===== src/rtl/adc_readout_ctrl.sv =====
// Readout controller for an 8-channel serial ADC: it resets the ADC interface, shifts one
// conversion in from each channel, then serializes the frame on DataOut/ClkOut.
module adc_readout_ctrl #(
    parameter int ADC_BITS = 12,
    parameter int RST_CYC  = 2
) (
    input  logic       OSC_in,
    input  logic       pushbutton,
    input  logic       start,
    input  logic [7:0] ADSout,
    output logic       ADRst,
    output logic       ADClk,
    output logic       DataOut,
    output logic       ClkOut,
    output logic       busy,
    output logic       frame_done,
    output logic [2:0] dbg_state
);

    localparam int BIT_W = $clog2(ADC_BITS + 1);
    localparam int UNL_W = $clog2(8 * ADC_BITS + 1);
    localparam int RST_W = $clog2(RST_CYC + 1);
    localparam logic [BIT_W-1:0] LAST_BIT = BIT_W'(ADC_BITS - 1);
    localparam logic [UNL_W-1:0] LAST_UNL = UNL_W'(8 * ADC_BITS - 1);
    localparam logic [RST_W-1:0] LAST_RST = RST_W'(RST_CYC - 1);

    typedef enum logic [2:0] {IDLE, ADRST, SHIFT, UNLOAD, DONE} state_t;
    typedef logic [7:0][ADC_BITS-1:0] bank_t;

    state_t           state;
    bank_t            sr;
    bank_t            sr_cap;
    logic             phase;
    logic [RST_W-1:0] rst_cnt;
    logic [BIT_W-1:0] bit_cnt;
    logic [UNL_W-1:0] unl_cnt;

    assign dbg_state = state;

    always_comb begin
        sr_cap = sr;
        for (int ch = 0; ch < 8; ch++) begin
            sr_cap[ch] = {sr[ch][ADC_BITS-2:0], ADSout[ch]};
        end
    end

    // During unload the eight registers act as one long chain: channel 1 MSB leaves
    // first and each channel's MSB feeds the LSB of the channel before it.
    function automatic bank_t chain(input bank_t s);
        bank_t r;
        for (int ch = 0; ch < 7; ch++) begin
            r[ch] = {s[ch][ADC_BITS-2:0], s[ch+1][ADC_BITS-1]};
        end
        r[7] = {s[7][ADC_BITS-2:0], 1'b0};
        return r;
    endfunction

    always_ff @(posedge OSC_in) begin
        if (pushbutton) begin
            state      <= IDLE;
            sr         <= '0;
            phase      <= 1'b0;
            rst_cnt    <= '0;
            bit_cnt    <= '0;
            unl_cnt    <= '0;
            ADRst      <= 1'b0;
            ADClk      <= 1'b0;
            DataOut    <= 1'b0;
            ClkOut     <= 1'b0;
            busy       <= 1'b0;
            frame_done <= 1'b0;
        end else begin
            case (state)
                IDLE: begin
                    if (start) begin
                        state   <= ADRST;
                        ADRst   <= 1'b1;
                        busy    <= 1'b1;
                        rst_cnt <= '0;
                    end
                end
                ADRST: begin
                    if (rst_cnt == LAST_RST) begin
                        state   <= SHIFT;
                        ADRst   <= 1'b0;
                        ADClk   <= 1'b1;
                        phase   <= 1'b0;
                        bit_cnt <= '0;
                    end else begin
                        rst_cnt <= rst_cnt + 1'b1;
                    end
                end
                SHIFT: begin
                    if (!phase) begin
                        ADClk <= 1'b0;
                        phase <= 1'b1;
                    end else if (bit_cnt == LAST_BIT) begin
                        // Last capture: the first frame bit comes straight from the fresh word.
                        state   <= UNLOAD;
                        DataOut <= sr_cap[0][ADC_BITS-1];
                        sr      <= chain(sr_cap);
                        unl_cnt <= '0;
                        ClkOut  <= 1'b0;
                        phase   <= 1'b0;
                    end else begin
                        sr      <= sr_cap;
                        bit_cnt <= bit_cnt + 1'b1;
                        ADClk   <= 1'b1;
                        phase   <= 1'b0;
                    end
                end
                UNLOAD: begin
                    if (!phase) begin
                        ClkOut <= 1'b1;
                        phase  <= 1'b1;
                    end else if (unl_cnt == LAST_UNL) begin
                        state      <= DONE;
                        DataOut    <= 1'b0;
                        ClkOut     <= 1'b0;
                        phase      <= 1'b0;
                        frame_done <= 1'b1;
                    end else begin
                        unl_cnt <= unl_cnt + 1'b1;
                        DataOut <= sr[0][ADC_BITS-1];
                        sr      <= chain(sr);
                        ClkOut  <= 1'b0;
                        phase   <= 1'b0;
                    end
                end
                DONE: begin
                    state      <= IDLE;
                    frame_done <= 1'b0;
                    busy       <= 1'b0;
                end
                default: begin
                    state <= IDLE;
                    busy  <= 1'b0;
                end
            endcase
        end
    end

endmodule


===== config.mk =====
export PLATFORM = sky130hd
export DESIGN_NAME = adc_readout_ctrl
export DESIGN_NICKNAME = d
export VERILOG_FILES = /design/src/rtl/adc_readout_ctrl.sv
export SDC_FILE = /design/constraint.sdc
export NUM_CORES = 1
export LEC_CHECK = 0
export ABC_AREA = 1
export CORE_ASPECT_RATIO = 0.7
export CORE_MARGIN = 3
export CORE_UTILIZATION = 25
export DETAILED_ROUTE_END_ITERATION = 8
export PLACE_DENSITY_LB_ADDON = 0.08
export SKIP_CTS_REPAIR_TIMING = 1
export SYNTH_ARGS = -nofsm -noshare
export SYNTH_HDL_FRONTEND = slang
export SYNTH_SLANG_ARGS = --single-unit

===== constraint.sdc =====
create_clock -name OSC_in -period 4.5 [get_ports OSC_in]
set_clock_uncertainty 0.05 [all_clocks]
set_input_delay 0.9 -clock OSC_in [delete_from_list [all_inputs] [get_ports OSC_in]]
set_output_delay 0.9 -clock OSC_in [all_outputs]
set_load 0.03 [all_outputs]

* After elaboration in Yosys (flattened, before gate mapping) *
Cells that the tools add are included.
W data, S select, Z words.

word-level totals
  register bits after elaboration = 119
  bits in latches = 0
  memory bits (writable) = 0
  bits in read-only memories = 0
  memories = 0

operators by class
  add/sub/neg operators = 3
  $mul = 0
  div/mod/pow operators = 0
  magnitude comparators = 0
  eq/ne operators = 17
  shift-type cells = 0
  muxes and demuxes = 45
  bitwise gates (word level) = 1
  reductions and logical operators = 20

operators with widths
  kind                   number
  $mux W96               4
  $pmux W96 S2           1
  $mux W7                4
  $mux W3                6
  $ne A2 B2 Y1 const B   9
  $reduce_and A3 Y1      5
  $mux W1                14
  $pmux W1 S2            7
  $pmux W7 S2            1
  $mux W4                3
  $pmux W3 S4            1
  $reduce_and A4 Y1      3
  $reduce_bool A2 Y1     5
  $pmux W4 S2            1
  $add A7 B1 Y7 const B  1
  $eq A7 B7 Y1 const B   1
  $eq A3 B2 Y1 const B   2
  $reduce_and A6 Y1      1
  $reduce_and A5 Y1      1
  $add A4 B1 Y4 const B  1
  $eq A4 B4 Y1 const B   1
  $mux W2                2
  $pmux W2 S2            1
  $reduce_and A2 Y1      2
  9 further kinds        9

* Longest topological paths before layout *
Gate-level depths: netlist of run 1.

  depth in word-level cells = 4
  mapped depth = 11
  mapped depth without buffers = 10

* Least setup slack after synthesis of run 1 *
Ideal clock, no wire load.

  path type = input-to-reg
  start = input pushbutton
  end = register state[2] (netlist: dbg_state[2])
  arrival = 1820 ps
  data required time = 4392 ps
  setup slack = 2572 ps
  cell stages on the path = 6
  path buffers = 3
  cells stage by stage = clkbuf_1 -> inv_1 -> clkbuf_1 -> clkbuf_1 -> nand4_1 -> inv_1

RTL lines
  item                  RTL line  source
  start, declared       8         input logic pushbutton,
  end signal, assigned  60        state <= IDLE;
  end signal, assigned  76        state <= ADRST;
  end signal, assigned  84        state <= SHIFT;
  end, declared         30        state_t state;

No word-level cell between the ends.

* Worst setup path in the final report of run 1 *
  start = register unl_cnt[0]
  end = register sr[71] (netlist name)

between the ends
  cells in the longest elaborated chain, start to end = 3

ends and longest elaborated chain
  item                         RTL line  source
  start, declared              36        logic [UNL_W-1:0] unl_cnt;
  start signal, assigned       123       unl_cnt <= unl_cnt + 1'b1;
  $eq A7 B7 Y1                 116       end else if (unl_cnt == LAST_UNL) begin
  $ne A2 B2 Y1 (no line)       n/a
  $reduce_and A4 Y1 (no line)  n/a
  end signal, assigned         101       sr <= chain(sr_cap);
  end signal, assigned         106       sr <= sr_cap;
  end signal, assigned         125       sr <= chain(sr);
  end, declared                31        bank_t sr;

Every way passes these cells.
A chain may end at the register's enable or synchronous reset.

==> metrics.txt, run 1 <==
# diodes 0; largest net degree at the start of global routing 73; synth warn 0; Via density roughly 4.3; HP Start sr[11]; Synth cell types 30; number of global-route vias before repair slightly above 5,000; Min-Delay Path Class reg2reg; Yosys top cell area share 40.4%; Area Growth Syn to Fin 16.1%; hold path depth 2; area leader, netlist dfxtp_1; # port buffers 19; total grt overflow 0; Worst VDD drop 0.257 mV; pwr/cell area 433 nW/um^2; max cap viols 0; Post-synth EDFFs 0; Pleak 2.76 nW; final worst path period need 2.80 ns; CTS Root Cell clkbuf_16; TritonCTS clock tree done; Syn Inst Count 935; DR pass1 iterations 5; post-route cell area 6850 um^2; clock slew at reported path FFs ~0.06 ns; Antenna Nets Post-Route 0; Die Span Y 135 um; R2R setup slack roughly 1.7 ns; Synth Cell Area 5900 um^2; Clock Sinks 119; worst skew pair latency 0.41 ns; Critical Path End Type flop; Arrival @ worst endpoint 3.05 ns; fin. max-slew vios 0; fin worst setup slack 1.70 ns; RSZ-0062 raised after global routing false; Seq/Total Area, Yosys 40.4%; HPWL Detailed about 9300 um; drt wl/cell approximately 13 um; Detailed Route WL 15,900 um; ratio of cells with drive above 1 in the final layout under 10%; worst r2r src unl_cnt[0]; Worst Reg-to-Reg Cells 9; Final nets 939; period utilization between 60% and 70%; Setup CP Type reg2reg; Top Ports 20; worst path bufs/invs 2; core area 22,900 um^2; total negative setup slack 0 ns; Overall Global Routing Usage 13.1%; Starting Density roughly a quarter; Die Wd 190 um; critical path's top delay family buffers and inverters; clk buf depth 2; Slew headroom 45.0%; fmax 0.357 GHz; worst-path fanout max 43; hold slack approximately 0.41 ns; required time of the critical path around 4.8 ns; Worst Hold Path EP DataOut; Routability Congestion 0.736; status complete, no violations; Area after DPL 6230 um^2; Placement Setup Slack 1.68 ns; Startpoint Class flop; Vias 5,386; global-route wire length before repair 26,800 um; crit-path max cell delay 0.45 ns; Post-Synthesis Mean Instance Area between 6 and 7 um^2; # rows 46; syn nets 949; r2r endpoint sr[71]; H-tree depth 4; drt first-iter violations ~410; Most used DFF post-synth dfxtp_1; crit-path cells ha_1 -> nand3_1 -> nor2_2 -> nand2_8 -> nand2_4 -> clkinv_2 -> buf_4 -> o21ai_0 -> nor2_1; die area 25,500 um^2; initial antenna violation count 0; total CTS buffers 17; DRC 0; top post-synthesis cells by area dfxtp_1 40%, nand2_1 28%, a21oi_1 7.1%, nor2_1 5.4%, o21ai_0 3.4%; Final Hold Fails 0; slowest library cell on the worst path clkinv_2; post-synthesis sequential element count 119; Setup-failing EPs final 0; Slew @ Worst Pin 0.825 ns; ys async rst share 0%
-- worst register-to-register path: stages, from the launching register on --
cell and delay [ns]:
dfxtp_1 0.39, ha_1 0.29, nand3_1 0.15, nor2_2 0.26, nand2_8 0.11, nand2_4 0.25, clkinv_2 0.46, buf_4 0.45
o21ai_0 0.23, nor2_1 0.05
-- worst max path at each step --
stage,start,endpoint,depth (start not counted)
global placement,unl_cnt[0],sr[75],9
CTS,unl_cnt[0],sr[72],10
floorplan,pushbutton,dbg_state[2],6
global route,unl_cnt[0],sr[48],9
finish,unl_cnt[0],sr[71],9
detailed placement,unl_cnt[0],sr[72],10
-- flip-flops by register name, indices dropped and copies added, names as in the netlist --
name and count:
sr 96, unl_cnt 7, bit_cnt 4, dbg_state 3, rst_cnt 2, ADClk 1, ADRst 1, ClkOut 1
DataOut 1, busy 1, frame_done 1, phase 1
-- cell usage after synthesis (2+ instances only) --
cell type	instances
a21oi_1	84
buf_2	17
buf_4	6
buf_6	8
clkbuf_1	24
dfxtp_1	119
ha_1	3
inv_1	37
inv_2	5
nand2_1	440
nand2_2	2
nand3_1	24
nand4_1	11
nor2_1	85
nor2_2	4
nor3_1	4
o21a_1	2
o21ai_0	40
o21ai_1	5
or2_2	5
-- where the power goes --
group          switching (mW)  internal [mW]  total, mW
Sequential             0.0398           1.10       1.14
Clock                   0.519          0.938       1.46
Combinational           0.255          0.120      0.376
Total                   0.814           2.15       2.97
-- logic make-up after synthesis --
group / synth area share (%)
buffers and inverters: 8.18
XOR/XNOR: 0.297
AO/OA/AOI/OAI: 11.6
flip-flops: 40.4
adder cells (fa/ha/maj): 0.636
AND/OR/NAND/NOR: 38.9
-- layout by cell type, fill, tap and decap left out, types with 2 or more instances in the layout --
master,count
clkinv_2,5
nor2_1,85
o21a_1,2
inv_1,36
clkbuf_16,17
or2_2,5
o21ai_0,40
bufinv_16,4
nor2_2,3
inv_2,5
o21ai_1,5
nand3_1,24
nor3_1,4
ha_1,3
dfxtp_1,119
clkdlybuf4s50_1,18
buf_4,7
clkinvlp_4,4
nand2_2,2
nand4_1,11
a21oi_1,84
nand2_1,440
-- stage by stage --
step | instances | total power [mW] | utilization, %
3_3_place_gp | 1218 | 1.55 | 27.2
2_1_floorplan | 935 | 1.43 | -
6_report | 1250 | 2.97 | 29.9
4_1_cts | 1250 | 3.02 | 29.9
5_1_grt | 1250 | 3.12 | 29.9
3_5_place_dp | 1218 | 1.54 | 27.2
-- per-layer routing --
layer | global-route usage [%] | vias up | part of all wire [%]
met2 | 18.6 | 64 | 40
met4 | 4.51 | 0 | 1.4
li1 | - | 2922 | -
met5 | 0 | - | 0
met3 | 2.78 | 14 | 3.1
met1 | 19.4 | 2386 | 56
-- final cells by class --
cell class / count / area, um^2
Tap cell: 312 / 390
Sequential cell: 119 / 2380
Multi-Input combinational cell: 718 / 3040
Clock inverter: 13 / 179
Clock buffer: 19 / 443
Timing Repair Buffer: 27 / 258
Fill cell: 2577 / 16100
Inverter: 42 / 159
(Power assumes the default switching activity.)
==> run 2, diff against run 1 <==
clock period = 2.4 ns   (was 4.5 ns; I/O delays follow)
==> metrics.txt, run 2 (synthesis gave the netlist of run 1 again) <==
footprint of the multi-input gates 3040 um^2; crit-path cells buf_4 -> clkdlybuf4s50_1; Overall Global Routing Usage 13.0%; Top Ports 20; fin worst setup slack 0.219 ns; clock slew at reported path FFs around 0.060 ns; core area about 23,000 um^2; Pleak approximately 2.8 nW; H-tree depth 4; Setup-failing EPs final 0; Startpoint Class flop; crit-path max cell delay 0.66 ns; Net Sw Frac 27.7%; HP Start sr[35]; total grt overflow 0; clock network power share between 40 and 50%; hold path depth 2; worst-path fanout max 5; fmax 0.458 GHz; # rows 46; number of global-route vias before repair 5,120; fin. max-slew vios 0; pwr/cell area 796 nW/um^2; total CTS buffers 17; FF+latch area 2380 um^2; # diodes 0; CTS Root Cell clkbuf_16; Final Hold Fails 0; DR pass1 iterations 4; Slew @ Worst Pin 0.679 ns; Fillers 2,664; # port buffers 19; register share of total power 38.3%; initial antenna violation count 0; post-route cell area roughly 6900 um^2; period utilization approximately 91%; Vias 5,512; final worst path period need 2.18 ns; Die Wd around 190 um; R2R setup slack 0.36 ns; HPWL Detailed 8970 um; Arrival @ worst endpoint 1.65 ns; most common cell after layout, fill and taps aside nand2_1; met2 wire len 6550 um; Slew headroom between 50% and 60%; drt wl/cell approximately 13 um; r2r endpoint sr[88]; clk buf depth 2; ratio of cells with drive above 1 in the final layout 7.38%; Detailed Route WL approximately 16,000 um; drt first-iter violations around 370; Antenna Nets Post-Route 0; Comb power frac 13.7%; Placement Setup Slack 0.373 ns; most frequent cells in the layout 440 x nand2_1, 119 x dfxtp_1, 85 x nor2_1; Largest regs sr (96), unl_cnt (7), bit_cnt (4); Critical Path End Type output port; required time of the critical path 1.87 ns; Starting Density 25.8%; worst r2r src unl_cnt[0]; die area 25,500 um^2; total negative setup slack 0 ns; top layer in use met4; Clock Sinks between 100 and 150; max reg flops 96; Worst Hold Path EP sr[35]; DRC 0; P_sw 1.53 mW; largest net degree at the start of global routing 103; Area after DPL around 6300 um^2; metal3 WL 375 um; Setup CP Type reg2out; Worst Reg-to-Reg Cells 9; Routability Congestion 0.698; Via density 4.37; global-route wire length before repair 26,700 um; RSZ-0062 raised after global routing false; hold slack a little over 0.4 ns; Final nets 949; Area Growth Syn to Fin 17.8%; slowest library cell on the worst path clkdlybuf4s50_1; Die Span Y 135 um; met1 WL 8980 um; Largest Register sr; TritonCTS clock tree done; total internal power 4.00 mW; Worst VDD drop 0.458 mV; Min-Delay Path Class reg2reg; status complete, no violations; max cap viols 0; final core utilization 30.3%; worst skew pair latency 0.42 ns
==> run 2: cell count changes in the layout (fill, tap and decap cells not counted) <==
| cell | delta |
|---|---|
| clkinvlp_4 | -1 |
| inv_2 | -1 |
| buf_12 | +3 |
| clkbuf_8 | +1 |
| inv_6 | +1 |
| buf_4 | +7 |
| bufinv_16 | -1 |
| inv_1 | +1 |
==> run 2: how the worst max path moves through the flow <==
stage | start | to | slack [ns] | cells after the start
after detailed placement | unl_cnt[0] | sr[9] | 0.37 | 9
final | dbg_state[0] | dbg_state[0] | 0.22 | 2
after global placement | unl_cnt[0] | sr[59] | 0.35 | 9
after floorplan | dbg_state[1] | sr[38] | 0.58 | 10
after global routing | unl_cnt[0] | sr[9] | 0.14 | 9
after CTS | dbg_state[0] | dbg_state[0] | 0.19 | 2
==> run 2: per-layer routing <==
metal | up-vias | track usage [%]
met5 | - | 0
met4 | 0 | 3.82
met3 | 6 | 3.14
met2 | 50 | 19.3
met1 | 2522 | 18.7
li1 | 2934 | -
==> run 2: power groups by stage <==
stage	registers (mW)	clock network, mW	logic (mW)
floorplan	2.22	0	0.452
global placement	2.16	0	0.771
detailed placement	2.16	0	0.765
CTS	2.12	2.75	0.768
global route	2.13	2.82	0.854
finish	2.12	2.66	0.757
==> run 2: cell type report <==
cell class | count | area share [%]
Multi-Input combinational cell | 718 | 43.8
Timing Repair Buffer | 37 | 5.33
Tap cell | 312 | 5.62
Sequential cell | 119 | 34.3
Clock buffer | 20 | 6.57
Clock inverter | 12 | 2.16
Inverter | 42 | 2.29
==> run 2: worst max-delay path, delay by kind of cell, from the launching register on <==
| kind | cells | cell delay, ns |
|---|---|---|
| buffers and inverters | 2 | 0.82 |
| DFF | 1 | 0.42 |
==> run 2: metrics by stage <==
step	power (mW)	instances
after global routing	5.80	1260
after global placement	2.93	1228
after CTS	5.64	1260
after detailed placement	2.92	1228
after floorplan	2.67	935
final	5.53	1260
